===== src/rtl/control_types_pkg.sv =====
// Per-cycle datapath control word plus the sequencer's instruction-class and state types.
package control_types_pkg;

    typedef enum logic [2:0] {
        B_NONE      = 3'd0,
        B_IMM       = 3'd1,
        B_REG_RM    = 3'd2,
        B_REG_RS    = 3'd3,
        B_REG_RD    = 3'd4,
        B_READ_DATA = 3'd5
    } b_src_t;

    typedef enum logic [1:0] {
        SH_SRC_NONE = 2'd0,
        SH_SRC_IMM  = 2'd1,
        SH_SRC_REG  = 2'd2
    } sh_src_t;

    typedef enum logic [1:0] {
        SHIFT_LSL = 2'd0,
        SHIFT_LSR = 2'd1,
        SHIFT_ASR = 2'd2,
        SHIFT_ROR = 2'd3
    } shift_t;

    // Matches the ARM data-processing opcode field.
    typedef enum logic [3:0] {
        ALU_AND = 4'h0, ALU_EOR = 4'h1, ALU_SUB = 4'h2, ALU_RSB = 4'h3,
        ALU_ADD = 4'h4, ALU_ADC = 4'h5, ALU_SBC = 4'h6, ALU_RSC = 4'h7,
        ALU_TST = 4'h8, ALU_TEQ = 4'h9, ALU_CMP = 4'hA, ALU_CMN = 4'hB,
        ALU_ORR = 4'hC, ALU_MOV = 4'hD, ALU_BIC = 4'hE, ALU_MVN = 4'hF
    } alu_op_t;

    typedef enum logic [1:0] {
        ALU_WB_NONE   = 2'd0,
        ALU_WB_REG_RD = 2'd1,
        ALU_WB_REG_RN = 2'd2
    } alu_wb_t;

    typedef enum logic [1:0] {
        ADDR_NONE = 2'd0,
        ADDR_PC   = 2'd1,
        ADDR_ALU  = 2'd2
    } addr_src_t;

    typedef struct packed {
        b_src_t     b_bus_source;
        logic [11:0] b_bus_imm;
        sh_src_t    shift_source;
        shift_t     shift_type;
        logic [4:0] shift_amount;
        logic       latch_shift_amt;
        logic       use_shift_latch;
        alu_op_t    alu_op;
        logic       set_alu_flags;
        alu_wb_t    alu_writeback;
        addr_src_t  addr_bus_src;
        logic       incrementer_writeback;
        logic       memory_write_en;
    } control_t;

    localparam control_t CTRL_NOP = '0;

    typedef enum logic [2:0] {
        CLS_DP_IMM = 3'd0,
        CLS_DP_RSI = 3'd1,
        CLS_DP_RSR = 3'd2,
        CLS_LDR    = 3'd3,
        CLS_STR    = 3'd4,
        CLS_UNDEF  = 3'd5
    } instr_class_t;

    typedef enum logic [2:0] {
        ST_IDLE    = 3'd0,
        ST_STEP0   = 3'd1,
        ST_STEP1   = 3'd2,
        ST_MEMWAIT = 3'd3,
        ST_WB      = 3'd4
    } seq_state_t;

    // Fields common to every data-processing execute step; op_s is instr[24:20].
    function automatic control_t dp_base(input logic [4:0] op_s);
        control_t c;
        c                       = CTRL_NOP;
        c.alu_op                = alu_op_t'(op_s[4:1]);
        c.set_alu_flags         = op_s[0];
        // TST/TEQ/CMP/CMN only update flags
        c.alu_writeback         = (op_s[4:3] == 2'b10) ? ALU_WB_NONE : ALU_WB_REG_RD;
        c.addr_bus_src          = ADDR_PC;
        c.incrementer_writeback = 1'b1;
        return c;
    endfunction

endpackage


===== src/rtl/arm7_instr_classify.sv =====
// Combinational decode of an ARM instruction word into a sequencer instruction class.
module arm7_instr_classify
    import control_types_pkg::*;
(
    input  logic [31:0]  instr,
    output instr_class_t instr_class
);

    logic unused_instr;
    assign unused_instr = ^{instr[31:28], instr[24:21], instr[19:8], instr[6:5], instr[3:0]};

    always_comb begin
        instr_class = CLS_UNDEF;
        case (instr[27:25])
            3'b001: instr_class = CLS_DP_IMM;
            3'b000: begin
                if (!instr[4])      instr_class = CLS_DP_RSI;
                else if (!instr[7]) instr_class = CLS_DP_RSR;
            end
            3'b010: instr_class = instr[20] ? CLS_LDR : CLS_STR;
            // Register-offset form; bit4 set here is the media/undefined space
            3'b011: begin
                if (!instr[4]) instr_class = instr[20] ? CLS_LDR : CLS_STR;
            end
            default: instr_class = CLS_UNDEF;
        endcase
    end

endmodule


===== src/rtl/arm7_control_sequencer.sv =====
// Expands one accepted ARM instruction into a 1..N cycle sequence of control words.
// Optional ARM7_SEQ_PERF_EN adds instruction and stall performance counters.
module arm7_control_sequencer
    import control_types_pkg::*;
#(
    parameter int unsigned MEM_WAIT_STATES = 0
)
(
    input  logic        clk,
    input  logic        rst_n,
    input  logic [31:0] instr,
    input  logic        instr_valid,
    input  logic        cond_pass,
    output logic        instr_ready,
    input  logic        flush,
    output control_t    ctrl,
    output logic        busy,
    output logic        undef
`ifdef ARM7_SEQ_PERF_EN
    ,
    output logic [31:0] perf_instr_count,
    output logic [31:0] perf_stall_count
`endif
);

    localparam int unsigned CNT_W = 4;
    localparam logic [CNT_W-1:0] WAIT_INIT = CNT_W'(MEM_WAIT_STATES);

    seq_state_t       state;
    logic [31:0]      ir;
    logic             ir_cond;
    instr_class_t     ir_class;
    instr_class_t     dec_class;
    logic [CNT_W-1:0] wait_cnt;
    logic             nop_seq;
    logic             final_step;
    logic             accept;

    logic unused_ir;
    assign unused_ir = ^{ir[31:26], ir[19:12]};

    arm7_instr_classify u_classify (
        .instr       (instr),
        .instr_class (dec_class)
    );

    // Failed condition and undefined encodings both collapse to a single NOP step
    assign nop_seq = !ir_cond || (ir_class == CLS_UNDEF);

    always_comb begin
        final_step = 1'b0;
        case (state)
            ST_STEP0:   final_step = nop_seq || (ir_class == CLS_DP_IMM) || (ir_class == CLS_DP_RSI);
            ST_STEP1:   final_step = 1'b1;
            ST_MEMWAIT: final_step = (ir_class == CLS_STR) && (wait_cnt == '0);
            ST_WB:      final_step = 1'b1;
            default:    final_step = 1'b0;
        endcase
    end

    assign instr_ready = !flush && ((state == ST_IDLE) || final_step);
    assign accept      = instr_valid && instr_ready;
    assign busy        = (state != ST_IDLE);
    assign undef       = (state == ST_STEP0) && (ir_class == CLS_UNDEF) && ir_cond;

    // Sequence FSM; accept on the final step chains straight into STEP0
    always_ff @(posedge clk or negedge rst_n) begin
        if (!rst_n) begin
            state    <= ST_IDLE;
            ir       <= '0;
            ir_cond  <= 1'b0;
            ir_class <= CLS_DP_IMM;
            wait_cnt <= '0;
        end else if (flush) begin
            state    <= ST_IDLE;
            wait_cnt <= '0;
        end else if (accept) begin
            state    <= ST_STEP0;
            ir       <= instr;
            ir_cond  <= cond_pass;
            ir_class <= dec_class;
        end else if (final_step) begin
            state <= ST_IDLE;
        end else begin
            case (state)
                ST_STEP0: begin
                    if (ir_class == CLS_DP_RSR) begin
                        state <= ST_STEP1;
                    end else begin
                        state    <= ST_MEMWAIT;
                        wait_cnt <= WAIT_INIT;
                    end
                end
                ST_MEMWAIT: begin
                    if (wait_cnt == '0) state <= ST_WB;
                    else                wait_cnt <= wait_cnt - CNT_W'(1);
                end
                default: state <= ST_IDLE;
            endcase
        end
    end

    // Control word decode from state and latched IR
    always_comb begin
        ctrl = CTRL_NOP;
        case (state)
            ST_STEP0: begin
                if (nop_seq) begin
                    ctrl.addr_bus_src          = ADDR_PC;
                    ctrl.incrementer_writeback = 1'b1;
                end else begin
                    case (ir_class)
                        CLS_DP_IMM: begin
                            ctrl              = dp_base(ir[24:20]);
                            ctrl.b_bus_source = B_IMM;
                            ctrl.b_bus_imm    = ir[11:0];
                            ctrl.shift_source = SH_SRC_IMM;
                            ctrl.shift_type   = SHIFT_ROR;
                            ctrl.shift_amount = {ir[11:8], 1'b0};
                        end
                        CLS_DP_RSI: begin
                            ctrl              = dp_base(ir[24:20]);
                            ctrl.b_bus_source = B_REG_RM;
                            ctrl.shift_source = SH_SRC_IMM;
                            ctrl.shift_type   = shift_t'(ir[6:5]);
                            ctrl.shift_amount = ir[11:7];
                        end
                        CLS_DP_RSR: begin
                            ctrl.b_bus_source    = B_REG_RS;
                            ctrl.latch_shift_amt = 1'b1;
                        end
                        CLS_LDR, CLS_STR: begin
                            if (ir[25]) begin
                                ctrl.b_bus_source = B_REG_RM;
                                ctrl.shift_source = SH_SRC_IMM;
                                ctrl.shift_type   = shift_t'(ir[6:5]);
                                ctrl.shift_amount = ir[11:7];
                            end else begin
                                ctrl.b_bus_source = B_IMM;
                                ctrl.b_bus_imm    = ir[11:0];
                            end
                            ctrl.alu_op                = ir[23] ? ALU_ADD : ALU_SUB;
                            ctrl.alu_writeback         = ir[21] ? ALU_WB_REG_RN : ALU_WB_NONE;
                            ctrl.addr_bus_src          = ADDR_ALU;
                            ctrl.incrementer_writeback = 1'b1;
                        end
                        default: ctrl = CTRL_NOP;
                    endcase
                end
            end
            ST_STEP1: begin
                ctrl                 = dp_base(ir[24:20]);
                ctrl.b_bus_source    = B_REG_RM;
                ctrl.shift_source    = SH_SRC_REG;
                ctrl.use_shift_latch = 1'b1;
                ctrl.shift_type      = shift_t'(ir[6:5]);
            end
            ST_MEMWAIT: begin
                // Loads idle on the bus; stores drive Rd and strobe write once
                if (ir_class == CLS_STR) begin
                    ctrl.b_bus_source    = B_REG_RD;
                    ctrl.memory_write_en = (wait_cnt == WAIT_INIT);
                    if (wait_cnt == '0) ctrl.addr_bus_src = ADDR_PC;
                end
            end
            ST_WB: begin
                ctrl.b_bus_source  = B_READ_DATA;
                ctrl.alu_op        = ALU_MOV;
                ctrl.alu_writeback = ALU_WB_REG_RD;
                ctrl.addr_bus_src  = ADDR_PC;
            end
            default: ctrl = CTRL_NOP;
        endcase
        if (flush) ctrl = CTRL_NOP;
    end

`ifdef ARM7_SEQ_PERF_EN
    always_ff @(posedge clk or negedge rst_n) begin
        if (!rst_n) begin
            perf_instr_count <= '0;
            perf_stall_count <= '0;
        end else begin
            if (accept)                perf_instr_count <= perf_instr_count + 32'd1;
            if (busy && !instr_ready)  perf_stall_count <= perf_stall_count + 32'd1;
        end
    end
`endif

endmodule


===== config.mk =====
export PLATFORM = sky130hd
export DESIGN_NAME = arm7_control_sequencer
export DESIGN_NICKNAME = d
export VERILOG_FILES = /design/src/rtl/control_types_pkg.sv /design/src/rtl/arm7_instr_classify.sv /design/src/rtl/arm7_control_sequencer.sv
export SDC_FILE = /design/constraint.sdc
export NUM_CORES = 1
export LEC_CHECK = 0
export BUFFER_PORTS_ARGS = -buffer_cell sky130_fd_sc_hd__buf_2
export CORE_UTILIZATION = 40
export CTS_CLUSTER_SIZE = 16
export DETAILED_ROUTE_END_ITERATION = 7
export PLACE_DENSITY = 0.67
export SYNTH_ARGS = -nofsm -noshare
export SYNTH_HDL_FRONTEND = slang
export SYNTH_SLANG_ARGS = --single-unit
export TNS_END_PERCENT = 5

===== constraint.sdc =====
create_clock -name clk -period 5.4 [get_ports clk]
set_clock_uncertainty 0.2 [all_clocks]
set_input_delay 0.81 -clock clk [delete_from_list [all_inputs] [get_ports clk]]
set_output_delay 0.81 -clock clk [all_outputs]
set_load 0.02 [all_outputs]

==> run metrics, run 1 <==
max-cap violations=0; Yosys warning total=0; Final #Nets=308; Commonest cells post-synth=dfrtp_1 (29), and2_1 (19), mux2_4 (16), inv_1 (14); Vias=1758; Min-Delay Path Depth=1; Die H=73.2 microns; Post-Syn Area=2030 sq um; Worst EP required=4.39 ns; main combinational cell family by area after synthesis=simple AND/OR/NAND/NOR gates; first-pass GRT wire length=7710 microns; area delta synth->final=19.9%; syn nets=249; 1st-iter DRT viols=43; P per Cell Area=242 nW/um^2; Register-to-Register Path Depth=6; Final ANT Viol Nets=0; largest cells by area after synthesis=dfrtp_1 (36%), mux2_4 (12%), and2_1 (5.9%); Critical Path Sink=ctrl[27]; most frequent cell after synthesis=dfrtp_1; share of layout cells above drive strength 1=36.3%; post-synthesis adder-cell area fraction=0.617%; drt first pass iters=4; Yosys top cell area share=35.8%; Post-CTS Hold Buffers=0; HPWL Detailed=3460 microns; H-Tree Depth=2; largest net degree at the start of global routing=30; clock transition at the registers of the reported paths=0.06 ns; sequential area share after synthesis=35.8%; number of synthesized register bits=29; Root Buffer Master=clkbuf_8; RSZ-0062 raised after global routing=no; Setup CP Type=flip-flop to output port; outcome=completed; Port Buf Inserts=64; Final Cycle Share=64.1%; Worst Setup SP=state[1]$_DFFE_PN0P_; clock sinks=29; CORE AREA=4790 sq um; ant diodes=0; Ports=77; min cycle time layout=3.46 ns; maximum fanout along the worst path=18; post-cts gate resize count=0; class of the worst hold path=flip-flop to flip-flop; GP Congestion=0.871; Worst-Margin Slew=0.681 ns; crit path DAT=2.45 ns; DRC Markers=0; width of the die=73.2 microns; asr flop ratio synth=100%; synthesized instance count=211; vias in the first global route=1645; Max Freq=289 MHz; Post-Syn Area per Cell=9.61 sq um; Max VDD drop=0.137 mV; clk buf depth=2; element type at the critical path end=output port; initial antenna violation count=0; FF-to-FF End=ir[23]$_DFFE_PN0P_; XOR/XNOR Fraction of Synth Area=0.432%; final wirelength=4710 microns; grt total ovfl=0; Worst-Skew Late Latency=0.28 ns; Post-synth EDFFs=0; Final Slew Violations=0; Hold Vio Cnt, Final=0; Worst slew margin=54.6%; DR WL/cell=14.0 microns; total power=588 uW; setup TNS=0 ns; DR vias/cell=5.22; Distinct cells, synth=51; reg-to-reg slack, setup=2.91 ns; Leak=1.25 nW; Initial Util=42.4%; final setup violating endpoints=0; TritonCTS Buffers=5; Main synth FF type=dfrtp_1; multiplexer area fraction after synthesis=15.5%; reg2reg start=wait_cnt[0]$_DFFE_PN0P_; die area=5360 sq um; CP Launch Type=flip-flop; largest area contributor in the netlist=dfrtp_1; CTS tree=yes; GRT Resource Usage Total=19.0%; row count=25; Simple-Gate Fraction of Synth Area=26.0%; post-synthesis compound-gate area fraction=14.8%; Post-CTS Setup Repair Bufs=0
## state kept, by name (all words and copies together), names as in the netlist
signal,cells
ir,18
ir_cond,1
wait_cnt,4
ir_class,3
state,3
## report_power, final
group	leakage, nW	switching [mW]	internal [mW]	total (mW)
clock network	0.0443	0.0760	0.101	0.177
logic	0.849	0.0601	0.0679	0.128
registers	0.354	0.0371	0.246	0.283
## how the worst min path moves through the flow
stage / startpoint / to
6_report: ir[4]$_DFFE_PN0P_ / ir[4]$_DFFE_PN0P_
5_1_grt: ir[7]$_DFFE_PN0P_ / ir[7]$_DFFE_PN0P_
4_1_cts: ir[4]$_DFFE_PN0P_ / ir[4]$_DFFE_PN0P_
3_5_place_dp: ir[7]$_DFFE_PN0P_ / ir[7]$_DFFE_PN0P_
3_3_place_gp: ir[3]$_DFFE_PN0P_ / ir[3]$_DFFE_PN0P_
2_1_floorplan: ir[2]$_DFFE_PN0P_ / ir[2]$_DFFE_PN0P_
## placed cells by master (no fill, tap or decap), types with 4 or more instances in the layout
master and count:
buf_2 64, dfrtp_1 29, and2_1 19, mux2_4 16, inv_1 14, a21oi_1 13, nor2_1 13, nand2_1 11
nor3_1 8, nor2b_1 7, o21ai_0 7, clkbuf_8 6, mux2i_1 4
## per-layer routing
layer  up-vias  part of all wire, %  track usage [%]
li1        868                    -                -
met1       832                   48             25.4
met2        48                   46             29.7
met3        10                  4.8             4.70
met4         0                  1.9             6.54
met5         -                    0                0
## critical path, stage by stage, from the launching register on
cell	delay, ns
dfrtp_1	0.57
and4bb_2	0.45
nand2_1	0.19
a21oi_1	0.59
and2_1	0.21
buf_2	0.16
## through the flow
stage | util [%] | instances | setup slack [ns] | area (sq um) | hold WS [ns]
floorplan | - | 211 | 2.29 | 2030 | 0.270
global placement | 49.0 | 330 | 1.99 | 2340 | 0.285
detailed placement | 49.0 | 330 | 2.02 | 2340 | 0.292
CTS | 50.8 | 337 | 1.93 | 2430 | 0.309
global route | 50.8 | 337 | 1.79 | 2430 | 0.327
finish | 50.8 | 337 | 1.94 | 2430 | 0.308
## logic make-up after synthesis
kind of cell	count (synthesis)
AOI/OAI and AO/OA	45
xor gates and xnor gates	1
buffers and inverters	26
and+or+nand+nor	86
DFF	29
adders and majority gates	1
muxes	23
## layout make-up
class | instances | area [sq um]
Fill cell | 441 | 2350
Inverter | 14 | 52.6
Sequential cell | 29 | 726
Timing Repair Buffer | 64 | 320
Clock buffer | 7 | 86.3
Multi-Input combinational cell | 156 | 1160
Tap cell | 67 | 83.8
Power figures use the tool's default switching activity.
==> inputs of run 2 (changes only) <==
--- a/config.mk
+++ b/config.mk
@@ -9,7 +9,7 @@
 export CORE_UTILIZATION = 40
 export CTS_CLUSTER_SIZE = 16
 export DETAILED_ROUTE_END_ITERATION = 7
-export PLACE_DENSITY = 0.67
+export PLACE_DENSITY = 0.7
 export SYNTH_ARGS = -nofsm -noshare
 export SYNTH_HDL_FRONTEND = slang
 export SYNTH_SLANG_ARGS = --single-unit
==> constraint.sdc (replaced) <==
create_clock -name clk -period 2.8 [get_ports clk]
set_clock_uncertainty 0.2 [all_clocks]
set_input_delay 0.42 -clock clk [delete_from_list [all_inputs] [get_ports clk]]
set_output_delay 0.42 -clock clk [all_outputs]
set_load 0.02 [all_outputs]
==> run metrics, run 2 (synthesis results as in run 1) <==
outcome=completed; Seq. cell area=727 sq um; Min-Delay Path Depth=2; Hold Vio Cnt, Final=0; row count=25; Worst-Margin Slew=0.646 ns; Register-to-Register Path Depth=7; clock transition at the registers of the reported paths=0.07 ns; Worst EP required=2.18 ns; Final #Nets=313; Post-CTS Setup Repair Bufs=0; clock sinks=29; Die H=73.2 microns; Ports=77; TritonCTS Buffers=5; Logic pwr share=22.2%; Sw Ratio=31.3%; GP Congestion=0.855; ant diodes=0; 1st-iter DRT viols=92; Vias=1794; GR peak layer=met2; setup TNS=0 ns; reg-to-reg slack, setup=0.38 ns; min cycle time layout=2.64 ns; most frequent cells in the layout=buf_2 (64), dfrtp_1 (28), and2_1 (19), mux2_4 (16), inv_1 (14); Switching Power=355 uW; area delta synth->final=22.2%; maximum fanout along the worst path=8; class of the worst hold path=primary input to flip-flop; largest net degree at the start of global routing=30; hold slack=0.154 ns; reg2reg start=wait_cnt[0]$_DFFE_PN0P_; Final ANT Viol Nets=0; Worst-Skew Late Latency=0.29 ns; DR vias/cell=5.23; initial antenna violation count=0; first-pass GRT wire length=7990 microns; Setup WS pre-CTS=0.365 ns; Initial Util=42.4%; width of the die=73.2 microns; grt total ovfl=0; max-cap violations=0; Max VDD drop=0.252 mV; routing usage on met2=28.7%; Regs by FF count=ir: 18 flops, wait_cnt: 4 flops; CORE AREA=4790 sq um; GRT Resource Usage Total=19.8%; DRC Markers=0; Setup CP Type=flip-flop to output port; Leak=1.27 nW; P per Cell Area=458 nW/um^2; Final Cycle Share=94.2%; CTS tree=yes; area of the multi-input gates=1170 sq um; final wirelength=4890 microns; vias in the first global route=1676; clock share of power=29.8%; Largest Register=ir; crit path DAT=2.02 ns; share of layout cells above drive strength 1=38.4%; die area=5360 sq um; H-Tree Depth=2; Port Buf Inserts=64; drt first pass iters=4; HPWL Detailed=3500 microns; Worst slew margin=56.9%; Max Freq=379 MHz; max FFs per register=18; met1 Track Usage GR=28.5%; Seq pwr share=48.0%; CP Launch Type=flip-flop; DR WL/cell=14.3 microns; HP Start=instr[1]; Root Buffer Master=clkbuf_8; clk buf depth=2; final setup violating endpoints=0; FF-to-FF End=ir[3]$_DFFE_PN0P_; Final Slew Violations=0; met3 Use GR=5.25%; Int Pwr=779 uW; Worst Hold End=ir[1]$_DFFE_PN0P_; FILL cells=436; element type at the critical path end=output port; slack of the critical path=0.161 ns; most common cell after layout, fill and taps aside=buf_2
-- run 2: cell count changes in the layout (fill, tap and decap cells not counted), sizes merged --
cell / change
clkbuf: -1
clkinv: +2
dlygate4sd3: +1
buf: +4
-- run 2: power by group through the flow --
stage | Sequential, mW | Combinational (mW) | Clock [mW]
after detailed placement | 0.549 | 0.250 | 0
after CTS | 0.543 | 0.252 | 0.347
final | 0.545 | 0.252 | 0.338
after global routing | 0.556 | 0.277 | 0.368
after global placement | 0.549 | 0.244 | 0
after floorplan | 0.514 | 0.207 | 0
-- run 2: metrics by stage --
step | cell area, sq um | utilization [%] | total power, mW | instances
floorplan | 2030 | - | 0.721 | 211
global placement | 2370 | 49.6 | 0.793 | 334
detailed placement | 2370 | 49.6 | 0.799 | 334
CTS | 2470 | 51.6 | 1.14 | 343
global route | 2480 | 51.8 | 1.20 | 343
finish | 2480 | 51.8 | 1.13 | 343
-- run 2: timing repair --
| action | CTS | global route |
|---|---|---|
| setup endpoints to repair | 0 | 20 |
| hold buffers | 1 | 0 |
| resized for setup | 0 | 3 |
| hold endpoints to repair | 29 | 0 |
-- run 2: how the worst max path moves through the flow --
stage	from	to	slack (ns)	cells after the start
after floorplan	ir_class[0]$_DFFE_PN0P_	ctrl[5]	0.41	4
after global placement	state[0]$_DFFE_PN0P_	ctrl[14]	0.37	5
after detailed placement	state[0]$_DFFE_PN0P_	ctrl[14]	0.37	5
after CTS	state[0]$_DFFE_PN0P_	ctrl[15]	0.04	5
after global routing	state[2]$_DFFE_PN0P_	ctrl[10]	-0.004	6
final	state[2]$_DFFE_PN0P_	ctrl[10]	0.16	6
-- run 2: layout make-up --
class	instances	area share (%)
Clock buffer	6	2.93
Tap cell	67	3.38
Timing Repair Buffer	69	14.5
Inverter	14	2.12
Sequential cell	29	29.3
Clock inverter	2	0.404
Multi-Input combinational cell	156	47.3
-- run 2: worst max-delay path: stages (launching register included) --
cell and delay [ns]:
dfrtp_1 0.46, buf_4 0.20, nor2b_1 0.20, a311oi_1 0.16, nor3_2 0.31, a21boi_0 0.21, buf_2 0.19
-- run 2: per-layer routing --
| metal | vias to the layer above | wire, microns |
|---|---|---|
| met5 | - | 0 |
| met3 | 8 | 337 |
| met1 | 836 | 2330 |
| met2 | 72 | 2160 |
| li1 | 878 | - |
| met4 | 0 | 61 |
==> inputs of run 3 (changes only) <==
--- a/config.mk
+++ b/config.mk
@@ -12,5 +12,6 @@
 export PLACE_DENSITY = 0.7
 export SYNTH_ARGS = -nofsm -noshare
 export SYNTH_HDL_FRONTEND = slang
+export SYNTH_HIERARCHICAL = 1
 export SYNTH_SLANG_ARGS = --single-unit
 export TNS_END_PERCENT = 5
==> run metrics, run 3 <==
Ports=77; final wirelength=4800 microns; first-pass GRT wire length=8000 microns; slack of the critical path=0.0840 ns; Root Buffer Master=clkbuf_8; TritonCTS Buffers=5; XOR/XNOR Fraction of Synth Area=0%; CP cell instances=inv_1 -> ha_1 -> or3b_4 -> nor4_4 -> a211o_2 -> buf_4 -> buf_2; Post-Syn Area per Cell=8.98 sq um; Worst EP required=2.18 ns; most frequent cell after synthesis=dfrtp_1; width of the die=73.1 microns; largest net degree at the start of global routing=30; syn nets=263; min cycle time layout=2.72 ns; Hold Vio Cnt, Final=0; Max VDD drop=0.332 mV; GRT Resource Usage Total=19.6%; initial antenna violation count=0; sequential area share after synthesis=35.9%; main combinational cell family by area after synthesis=simple AND/OR/NAND/NOR gates; post-synthesis adder-cell area fraction=0.620%; 1st-iter DRT viols=88; clock share of power=21.7%; Worst-Skew Late Latency=0.29 ns; row count=25; CP Launch Type=flip-flop; element type at the critical path end=output port; clk buf depth=2; Final ANT Viol Nets=0; Distinct cells, synth=52; max-cap violations=0; critical path's top delay family=simple AND/OR/NAND/NOR gates; Switching Power=664 uW; CP max-delay cell=or3b_4; Util after Layout=53.4%; Finished Cell Area=2550 sq um; Commonest cells post-synth=dfrtp_1 (29), and2_1 (22), nor2_1 (18), a21oi_1 (16), o21ai_0 (14); worst path bufs/invs=3; class of the worst hold path=primary input to flip-flop; Post-CTS Setup Repair Bufs=0; clock transition at the registers of the reported paths=0.07 ns; Sw Ratio=38.5%; Port Buf Inserts=64; GP Congestion=0.860; outcome=completed; Final Cycle Share=97.0%; asr flop ratio synth=100%; Seq pwr share=37.2%; most frequent cells in the layout=buf_2 (64), dfrtp_1 (29), and2_1 (22), nor2_1 (18), a21oi_1 (15); Final #Nets=333; Simple-Gate Fraction of Synth Area=27.2%; Logic pwr share=41.1%; Setup CP Type=flip-flop to output port; Setup WS pre-CTS=0.206 ns; Yosys top cell area share=35.9%; max FFs per register=18; share of layout cells above drive strength 1=36.1%; DRC Markers=0; area delta synth->final=26.5%; DR WL/cell=13.2 microns; placed cell area=2440 sq um; synthesized instance count=225; drt first pass iters=4; CTS tree=yes; CP peak stage delay=0.44 ns; Final Slew Violations=0; Post-Syn Area=2020 sq um; CORE AREA=4790 sq um; Regs by FF count=ir: 18 flops, wait_cnt: 4 flops; Main synth FF type=dfrtp_1; final setup violating endpoints=0; setup TNS=0 ns; Worst-Margin Slew=0.641 ns; H-Tree Depth=2; Max Freq=368 MHz; HPWL Detailed=3640 microns; crit path DAT=2.10 ns; maximum fanout along the worst path=5; Vias=1928; Largest Register=ir; Die H=73.1 microns; number of synthesized register bits=29; Post-synth EDFFs=0; post-synthesis compound-gate area fraction=17.2%; grt total ovfl=0; multiplexer area fraction after synthesis=12.4%; DR vias/cell=5.31; Worst slew margin=57.3%; Yosys warning total=6; largest area contributor in the netlist=dfrtp_1; P per Cell Area=675 nW/um^2; clock sinks=29; most common cell after layout, fill and taps aside=buf_2; total power=1.72 mW; vias in the first global route=1790; Leak=1.25 nW; largest cells by area after synthesis=dfrtp_1 (36%), mux2_4 (7.4%), and2_1 (6.8%); die area=5340 sq um; Int Pwr=1.06 mW; RSZ-0062 raised after global routing=yes; ant diodes=0; Initial Util=42.2%
## run 3: cell types whose count changed in the layout (fill, tap and decap cells not counted), moves of 3 or more
| cell | previous run | this run |
|---|---|---|
| nand3_1 | 3 | 13 |
| buf_4 | 4 | 12 |
| o21ai_0 | 7 | 14 |
| mux2_1 | 0 | 6 |
| mux2_4 | 16 | 10 |
| nor2_1 | 13 | 18 |
| nor2b_1 | 7 | 2 |
| inv_1 | 14 | 10 |
| a21oi_1 | 12 | 15 |
| and2_1 | 19 | 22 |
| mux2i_1 | 4 | 1 |
## run 3: worst register-to-register path: cells and delay by family, from the launching register on
kind                     cells  cell delay [ns]
AND/OR/NAND/NOR              3             0.88
flip-flops                   1             0.41
multiplexers                 1             0.34
buffers and inverters        2             0.26
adder cells (fa/ha/maj)      1             0.19
AO/OA/AOI/OAI                1             0.16
## run 3: area by class of cell
| cell class | instances | area (sq um) |
|---|---|---|
| fill | 467 | 2230 |
| multi-input combinational | 171 | 1170 |
| sequential | 29 | 726 |
| timing repair buffer | 78 | 440 |
| tap | 67 | 83.8 |
| clock buffer | 6 | 82.6 |
| inverter | 10 | 37.5 |
| clock inverter | 2 | 13.8 |
## run 3: worst paths after layout
check / startpoint / end / slack, ns / cells after the start
worst max-delay path: wait_cnt[0]$_DFFE_PN0P_ / instr_ready / 0.08 / 7
worst min-delay path: instr[5] / ir[5]$_DFFE_PN0P_ / 0.14 / 2
worst max register to register: wait_cnt[0]$_DFFE_PN0P_ / ir[9]$_DFFE_PN0P_ / 0.25 / 8
worst min register to register: ir[8]$_DFFE_PN0P_ / ir[8]$_DFFE_PN0P_ / 0.30 / 1
max in group asynchronous: rst_n / ir[7]$_DFFE_PN0P_ / 1.48 / 2
min in group asynchronous: rst_n / wait_cnt[2]$_DFFE_PN0P_ / 0.49 / 2
## run 3: timing repair
action,in CTS,in global routing
setup endpoints to repair,0,12
hold endpoints to repair,29,0
hold buffers,1,0
gates resized for setup,0,3
## run 3: power by group through the flow
| stage | clock network, mW | registers (mW) | logic [mW] |
|---|---|---|---|
| floorplan | 0 | 0.592 | 0.553 |
| global placement | 0 | 0.644 | 0.693 |
| detailed placement | 0 | 0.646 | 0.704 |
| CTS | 0.381 | 0.639 | 0.708 |
| global route | 0.406 | 0.661 | 0.784 |
| finish | 0.374 | 0.642 | 0.708 |
## run 3: per-stage QoR
step,instances,hold slack (ns)
3_5_place_dp,354,0.281
2_1_floorplan,225,-0.0756
4_1_cts,363,0.143
3_3_place_gp,354,0.284
6_report,363,0.144
5_1_grt,363,0.142
## run 3: cell families (layout without fill, tap and decap cells)
logic type / count (synthesis) / in the layout
compound gates: 54 / 54
fa+ha+maj: 1 / 1
buf+inv: 25 / 96
flops: 29 / 29
mux: 19 / 19
simple gates: 97 / 97
## run 3: layer usage
layer | track usage (%) | part of all wire (%) | wire, microns
met4 | 7.63 | 1.3 | 61
met1 | 25.8 | 47 | 2240
met5 | 0 | 0 | 0
met3 | 3.59 | 3.9 | 185
met2 | 32.0 | 48 | 2310
